**config.mk**
```make
export PLATFORM = sky130hd
export DESIGN_NAME = bp_fe_bht_update_queue_flat
export DESIGN_NICKNAME = d
export VERILOG_FILES = /design/src/rtl/bp_fe_bht_update_queue_if.sv /design/src/rtl/bp_fe_bht_update_queue.sv /design/src/flat_wrapper.sv
export SDC_FILE = /design/constraint.sdc
export NUM_CORES = 1
export LEC_CHECK = 0
export ABC_AREA = 1
export CORE_MARGIN = 2
export CORE_UTILIZATION = 41
export DETAILED_ROUTE_END_ITERATION = 10
export PLACE_DENSITY = 0.62
export RECOVER_POWER = 100
export REMOVE_ABC_BUFFERS = 1
export SYNTH_ARGS = -nofsm -noshare
export SYNTH_HDL_FRONTEND = slang
export SYNTH_SLANG_ARGS = --single-unit
```
**constraint.sdc**
```tcl
create_clock -name clk_i -period 2.7 [get_ports clk_i]
set_input_delay 0.675 -clock clk_i [delete_from_list [all_inputs] [get_ports clk_i]]
set_output_delay 0.675 -clock clk_i [all_outputs]
set_load 0.05 [all_outputs]
```
**src/rtl/bp_fe_bht_update_queue_if.sv**
```systemverilog
// bp_fe_bht_update_queue_if: fetch/backend-facing bundle of the BHT update queue.
//   push_v_i/push_idx_i/push_taken_i -> push_ready_o : predictions entering at fetch
//   resolve_v_i/resolve_taken_i, flush_i             : in-order resolutions and squash
//   w_v_o/idx_w_o/correct_o/pred_taken_o             : registered BHT write port
//   count_o, resolve_err_o                           : occupancy and empty-resolve pulse
interface bp_fe_bht_update_queue_if #(
    parameter int bht_idx_width_p = 9,
    parameter int els_p           = 8
);
    logic                       push_v_i;
    logic [bht_idx_width_p-1:0] push_idx_i;
    logic                       push_taken_i;
    logic                       push_ready_o;
    logic                       resolve_v_i;
    logic                       resolve_taken_i;
    logic                       flush_i;
    logic                       w_v_o;
    logic [bht_idx_width_p-1:0] idx_w_o;
    logic                       correct_o;
    logic                       pred_taken_o;
    logic [$clog2(els_p):0]     count_o;
    logic                       resolve_err_o;
    modport master (
        output push_v_i, push_idx_i, push_taken_i, resolve_v_i, resolve_taken_i, flush_i,
        input  push_ready_o, w_v_o, idx_w_o, correct_o, pred_taken_o, count_o, resolve_err_o
    );
    modport slave (
        input  push_v_i, push_idx_i, push_taken_i, resolve_v_i, resolve_taken_i, flush_i,
        output push_ready_o, w_v_o, idx_w_o, correct_o, pred_taken_o, count_o, resolve_err_o
    );
endinterface

```
**src/rtl/bp_fe_bht_update_queue.sv**
```systemverilog
// bp_fe_bht_update_queue: in-order queue of outstanding BHT predictions feeding the BHT write port.
//   clk_i      : clock
//   reset_n_i  : synchronous active-low reset
//   bus        : slave side of bp_fe_bht_update_queue_if (push, resolve, flush, update, status)
module bp_fe_bht_update_queue #(
    parameter int bht_idx_width_p = 9,
    parameter int els_p           = 8
) (
    input  logic                      clk_i,
    input  logic                      reset_n_i,
    bp_fe_bht_update_queue_if.slave   bus
);
    localparam int ptr_w = $clog2(els_p);
    localparam int cnt_w = ptr_w + 1;
    logic [bht_idx_width_p:0]   r_mem [els_p];
    logic [ptr_w-1:0]           r_rd_ptr, r_wr_ptr;
    logic [cnt_w-1:0]           r_count;
    logic                       r_w_v, r_correct, r_pred_taken, r_err;
    logic [bht_idx_width_p-1:0] r_idx_w;
    logic                       w_push, w_pop, w_empty;
    logic [bht_idx_width_p:0]   w_head;
    logic [ptr_w-1:0]           w_rd_next;
    always_comb begin
        w_empty   = r_count == '0;
        w_push    = bus.push_v_i & bus.push_ready_o;
        w_pop     = bus.resolve_v_i & ~w_empty;
        w_head    = r_mem[r_rd_ptr];
        w_rd_next = r_rd_ptr + ptr_w'(w_pop);
    end
    assign bus.push_ready_o  = r_count != cnt_w'(els_p);
    assign bus.count_o       = r_count;
    assign bus.w_v_o         = r_w_v;
    assign bus.idx_w_o       = r_idx_w;
    assign bus.correct_o     = r_correct;
    assign bus.pred_taken_o  = r_pred_taken;
    assign bus.resolve_err_o = r_err;
    // Storage is not reset; a flushed push is never written.
    always_ff @(posedge clk_i) begin
        if (w_push & ~bus.flush_i)
            r_mem[r_wr_ptr] <= {bus.push_idx_i, bus.push_taken_i};
    end
    always_ff @(posedge clk_i) begin
        if (!reset_n_i) begin
            r_rd_ptr     <= '0;
            r_wr_ptr     <= '0;
            r_count      <= '0;
            r_w_v        <= 1'b0;
            r_idx_w      <= '0;
            r_correct    <= 1'b0;
            r_pred_taken <= 1'b0;
            r_err        <= 1'b0;
        end else begin
            r_rd_ptr <= w_rd_next;
            // Flush lets the same-cycle pop retire, then empties the queue behind it.
            r_wr_ptr <= bus.flush_i ? w_rd_next : r_wr_ptr + ptr_w'(w_push);
            r_count  <= bus.flush_i ? '0 : r_count + cnt_w'(w_push) - cnt_w'(w_pop);
            r_w_v    <= w_pop;
            r_err    <= bus.resolve_v_i & w_empty;
            if (w_pop) begin
                r_idx_w      <= w_head[bht_idx_width_p:1];
                r_pred_taken <= w_head[0];
                r_correct    <= w_head[0] == bus.resolve_taken_i;
            end
        end
    end
endmodule

```
**src/flat_wrapper.sv**
```systemverilog
// flat-port wrapper written by rule: the top's interface ports become plain ports
module bp_fe_bht_update_queue_flat 
#(
    parameter int bht_idx_width_p = 9,
    parameter int els_p           = 8
)
  (clk_i, reset_n_i, bus_push_v_i, bus_push_idx_i, bus_push_taken_i, bus_resolve_v_i, bus_resolve_taken_i, bus_flush_i, bus_push_ready_o, bus_w_v_o, bus_idx_w_o, bus_correct_o, bus_pred_taken_o, bus_count_o, bus_resolve_err_o);
  bp_fe_bht_update_queue_if #(.bht_idx_width_p(bht_idx_width_p), .els_p(els_p)) bus_i ();
  input  logic clk_i;
  input  logic reset_n_i;
  input wire logic [$bits(bus_i.push_v_i)-1:0] bus_push_v_i;
  input wire logic [$bits(bus_i.push_idx_i)-1:0] bus_push_idx_i;
  input wire logic [$bits(bus_i.push_taken_i)-1:0] bus_push_taken_i;
  input wire logic [$bits(bus_i.resolve_v_i)-1:0] bus_resolve_v_i;
  input wire logic [$bits(bus_i.resolve_taken_i)-1:0] bus_resolve_taken_i;
  input wire logic [$bits(bus_i.flush_i)-1:0] bus_flush_i;
  output wire logic [$bits(bus_i.push_ready_o)-1:0] bus_push_ready_o;
  output wire logic [$bits(bus_i.w_v_o)-1:0] bus_w_v_o;
  output wire logic [$bits(bus_i.idx_w_o)-1:0] bus_idx_w_o;
  output wire logic [$bits(bus_i.correct_o)-1:0] bus_correct_o;
  output wire logic [$bits(bus_i.pred_taken_o)-1:0] bus_pred_taken_o;
  output wire logic [$bits(bus_i.count_o)-1:0] bus_count_o;
  output wire logic [$bits(bus_i.resolve_err_o)-1:0] bus_resolve_err_o;
  assign bus_i.push_v_i = bus_push_v_i;
  assign bus_i.push_idx_i = bus_push_idx_i;
  assign bus_i.push_taken_i = bus_push_taken_i;
  assign bus_i.resolve_v_i = bus_resolve_v_i;
  assign bus_i.resolve_taken_i = bus_resolve_taken_i;
  assign bus_i.flush_i = bus_flush_i;
  assign bus_push_ready_o = bus_i.push_ready_o;
  assign bus_w_v_o = bus_i.w_v_o;
  assign bus_idx_w_o = bus_i.idx_w_o;
  assign bus_correct_o = bus_i.correct_o;
  assign bus_pred_taken_o = bus_i.pred_taken_o;
  assign bus_count_o = bus_i.count_o;
  assign bus_resolve_err_o = bus_i.resolve_err_o;
  bp_fe_bht_update_queue #(.bht_idx_width_p(bht_idx_width_p), .els_p(els_p)) u_core (.clk_i(clk_i), .reset_n_i(reset_n_i), .bus(bus_i));
endmodule
```
Word level (Yosys, flattened, before mapping)
Memories as Yosys holds them, arrays and structs flattened. A register that Yosys moved wholly into a read port is not among the register bits.
Cells that the tools add are included.
Widths: inputs -> output; s select.
{"block": "word_totals", "elab_cells": 28, "regBits": 23, "inputBits": 16, "mem_bits_rw": 80, "n_memories": 1, "out_inout_bits": 18}
{"block": "classes", "n_bitwise": 7, "addsub": 4, "n_reduce_logical": 2, "muxes": 4, "n_eq_ne": 2}
{"name": "u_core.r_mem", "depth": 8, "width": 10, "rd": 1, "rd_clocked_by_memory_dff": 1, "wr": 1, "line": "bp_fe_bht_update_queue.sv:15", "rtl": "logic [bht_idx_width_p:0] r_mem [els_p];"}
{"operator": "$add 3x1->3", "count": 2}
{"operator": "$mux 3", "count": 2}
{"operator": "$add 4x1->4", "count": 1}
{"operator": "$and 1x1->1", "count": 4}
{"operator": "$logic_not 4->1", "count": 1}
{"operator": "$ne 4x4->1 const B", "count": 1}
{"operator": "$sub 4x1->4", "count": 1}
{"operator": "$not 1->1", "count": 3}
{"operator": "$mux 1", "count": 2}
{"operator": "$reduce_or 2->1", "count": 1}
{"operator": "$eq 1x1->1", "count": 1}

Logic depth before layout (Yosys ltp)
{"block": "logic_depth", "ltp_word": 5, "ltp_mapped": 13, "ltp_nobuf": 12}

Worst setup path before layout
OpenSTA, ideal clock, no wires.
{"block": "synth_timing", "kind": "reg2reg", "startpoint": "reg u_core.r_count[2] (netlist: u_core.bus.count_o[2])", "endpoint": "mem u_core.r_mem[0][0] (netlist bit) (enable)", "n_path_buf": 0, "stages_incl_launch_ff": 8, "synth_period_minus_slack_ns": 2.566, "arrival_time_ns": 2.190, "slack_ns": 0.134, "required_ns": 2.324, "setup_ns": 0.376, "cell_sequence": "dfxtp_1 inv_1 ha_1 nand3_1 nand2_1 nor2_1 nand2_1 nor2_1"}
{"block": "synth_between", "elab_chain_len": 5}
{"element": "start: declaration", "line": "bp_fe_bht_update_queue.sv:17", "rtl": "logic [cnt_w-1:0] r_count;"}
{"element": "start signal: assignment", "line": "bp_fe_bht_update_queue.sv:56", "rtl": "r_count <= bus.flush_i ? '0 : r_count + cnt_w'(w_push) - cnt_w'(w_pop);"}
{"element": "$ne 4x4->1", "line": "bp_fe_bht_update_queue.sv:30", "rtl": "assign bus.push_ready_o = r_count != cnt_w'(els_p);"}
{"element": "net bus_push_ready_o", "line": "flat_wrapper.sv:17", "rtl": "output wire logic [$bits(bus_i.push_ready_o)-1:0] bus_push_ready_o;"}
{"element": "$and 1x1->1", "line": "bp_fe_bht_update_queue.sv:25", "rtl": "w_push = bus.push_v_i & bus.push_ready_o;"}
{"element": "$and 1x1->1", "line": "bp_fe_bht_update_queue.sv:39", "rtl": "if (w_push & ~bus.flush_i)"}
{"element": "$mux 1", "line": "bp_fe_bht_update_queue.sv:39"}
{"element": "$mux 1 (implied by the code)", "line": "bp_fe_bht_update_queue.sv:40", "rtl": "r_mem[r_wr_ptr] <= {bus.push_idx_i, bus.push_taken_i};"}
{"element": "end: declaration", "line": "bp_fe_bht_update_queue.sv:15"}
The timed path passes the listed nets, and every way through them passes these cells.

Final worst setup path
{"block": "layout_timing", "startpoint": "reg u_core.r_count[2] (netlist: u_core.bus.count_o[2])", "endpoint": "out bus_push_ready_o"}
{"block": "layout_between", "elab_chain_len": 1}
{"element": "$ne 4x4->1", "line": "bp_fe_bht_update_queue.sv:30"}
{"element": "end: declaration", "line": "flat_wrapper.sv:17"}
Every way passes these cells.

==> impl_metrics.toml <==
[run_status]
outcome = "finished clean"

[clock_network]
clock_sink_total = 103
cts-buffers-inserted = 9
cts_max_path_buffers = 2
root_buffer = "clkbuf_8"
worst_setup_hold_path_clk_slew_ns = 0.10
cts_h_tree_depth = 3
holdBufCountCts = 0
number_of_buffers_inserted_by_post_cts_setup_repair = 0
tritoncts = "yes"
cts_resized = 0
clkLatencyLatePin_ns = 0.36

[worst_setup_path]
worstSetupEndpointType = "primary output"
r2r.worst_path.cells = 8
critPathLaunchType = "flop"
worstPathArrival_ns = 1.91
worst_r2r_endpoint = "u_core.r_mem[5][0]"
worstReg2RegStart = "u_core.bus.count_o[2]"
regToRegSetupSlack_ns = 0.47
worst-setup-path-type = "flop to primary output"
crit_path_max_fanout = 3
critical_path_required_ns = 2.03

[place]
post-dp-hpwl_um = 5420
port-buffer-count = 33
replace_congestion = 0.747

[route]
vias_per_cell = 4.85
total_wirelength_of_the_detailed_routed_design_um = 8780
detailedRoute.firstPassIterationCount = 4
drt_drc_violations_left = 0
dr.first_iter.drc_count = 102
wl_per_cell_um = 15.2
antenna_left = 0
routed_vias = 2802

[timing]
grt_setup_unrepaired = "no"
fin_setup_tns_ns = 0
min_period_over_period_pct = 95.7
report.final.slew_viol_count = 0
setup-violations-final = 0
fin_worst_hold_slack_ns = 0.466
min_period_ns = 2.58
clock.fmax_ghz = 0.387
worst_pin_slew_ns = 0.873
max-slew-margin-rel_pct = 41.8
finalHoldViolCount = 0
final.setup_skew_ns = 0.0142

[hold_path]
worstHoldPathCells = 2
min_delay_worst_endpoint = "u_core.bus.idx_w_o[6]"
min-delay-start = "u_core.bus.idx_w_o[6]"
timing.hold.worst.class = "flop to flop"

[yosys]
yosysUniqueCellTypes = 26
yosys_register_bits = 103
netlist_area_sq_um = 4260
synth-warning-count = 0
synth.yosys.seq_area_share_pct = 67.2
synth_area_per_cell_sq_um = 10.9
postSynthCellCount = 392

[final_layout]
final_cell_mix = "104 x nand2_1, 80 x edfxtp_1, 54 x nor2_1, 34 x nand3_1, 29 x dlygate4sd3_1"
area_growth_syn_to_layout_pct = 15.3
share_of_final_layout_standard_cells_stronger_than_drive_strength_1_pct = 6.33
layout.cells.most_common = "nand2_1"
layout.nets = 464
antenna_cells_inserted = 0

[grt]
pin_count_of_the_biggest_net_entering_global_routing = 41
number_of_global_route_vias_before_repair = 2540
grt_pass1_wl_um = 13400
globalRoute.totalOverflow = 0
antenna_found_initial = 0
total_track_usage_pct = 16.0

[floorplanning]
die_width_um = 106
dieArea_sq_um = 11200
die-height_um = 106
rows = 37
design.portCount = 34
area_of_the_placeable_core_sq_um = 10200
start_util_pct = 41.8

[job]
cap_violations = 0

[power]
cellLeakagePower_uw = 0.00188
power_density_nw_per_um2 = 869
max-vdd-ir-drop_v = 0.000456
report.power.total_uw = 4260
## logic make-up (layout without fill, tap and decap cells)
logic type	Yosys count	after routing	synth area share [%]
flops	103	103	67.2
xor+xnor	3	3	0.617
buf+inv	41	91	5.08
simple gates	200	200	19.6
compound gates	34	34	4.06
fa+ha+maj	11	11	3.41
## flip-flops by register name, indices dropped and copies added, names as in the netlist
name and flops:
u_core.bus.correct_o 1, u_core.r_mem 80, u_core.bus.resolve_err_o 1, u_core.r_wr_ptr 3, u_core.bus.pred_taken_o 1, u_core.bus.count_o 4
u_core.r_rd_ptr 3, u_core.bus.w_v_o 1, u_core.bus.idx_w_o 9
## worst max-delay path, stage by stage, from the launching register on
cell	delay, ns
dfxtp_1	0.35
inv_1	0.08
ha_1	0.19
nand3_1	0.11
clkdlybuf4s50_1	0.81
## worst max path at each step
| stage | startpoint | endpoint | slack (ns) | depth (start not counted) |
|---|---|---|---|---|
| global placement | bus_resolve_v_i | u_core.bus.count_o[2] | 0.26 | 10 |
| detailed placement | bus_resolve_v_i | u_core.bus.count_o[2] | 0.24 | 10 |
| CTS | u_core.bus.count_o[2] | bus_push_ready_o | 0.07 | 4 |
| finish | u_core.bus.count_o[2] | bus_push_ready_o | 0.12 | 4 |
| global route | u_core.bus.count_o[2] | bus_push_ready_o | 0.005 | 4 |
| floorplan | u_core.bus.count_o[2] | u_core.bus.count_o[2] | 0.06 | 12 |
## Yosys cell counts
master    instances  area, sq um
clkinv_1          1         3.75
xor2_1            1         8.76
clkbuf_1          4         15.0
buf_1             1         3.75
inv_1            20         75.1
dfxtp_1          23          460
nand4_1           1         6.26
buf_6             5         56.3
buf_2             2         10.0
buf_4             5         37.5
o211ai_1          1         7.51
nand3_1          33          165
o21ai_0          18         90.1
inv_4             1         6.26
edfxtp_1         80         2400
fa_1              1         20.0
nand2_1         104          390
xnor2_1           2         17.5
nor3b_1           1         7.51
ha_1             10          125
nand3_2           5         50.1
a21oi_1          15         75.1
nor2_1           54          203
clkbuf_2          1         5.00
nand2_2           2         12.5
inv_2             1         3.75
## metal layers
layer	part of all wire [%]	track usage (%)
met3	4.8	3.62
met2	50	27.7
met1	44	20.4
met4	1.4	4.51
met5	0	0
## metrics by stage
step | utilization (%) | worst slack [ns] | instance area, sq um | instances
2_1_floorplan | - | 0.0618 | 4130 | 374
3_5_place_dp | 46.9 | 0.235 | 4770 | 562
4_1_cts | 48.7 | 0.0743 | 4960 | 578
5_1_grt | 48.2 | 0.00548 | 4910 | 578
3_3_place_gp | 46.9 | 0.258 | 4770 | 562
6_report | 48.2 | 0.115 | 4910 | 578
## report_power, final
group | leakage [uW] | switching, uW | internal, uW
Sequential | 0.000910 | 74.0 | 1860
Clock | 0.0000972 | 546 | 358
Combinational | 0.000872 | 969 | 451
Total | 0.00188 | 1590 | 2670
## layout make-up
| class | instances | area, sq um |
|---|---|---|
| clock buffer | 9 | 124 |
| clock inverter | 7 | 63.8 |
| fill | 967 | 5280 |
| inverter | 23 | 88.8 |
| multi-input combinational | 248 | 1170 |
| sequential | 103 | 2860 |
| tap | 136 | 170 |
| timing repair buffer | 52 | 424 |
Note: power is estimated with default switching activity, not from simulation.
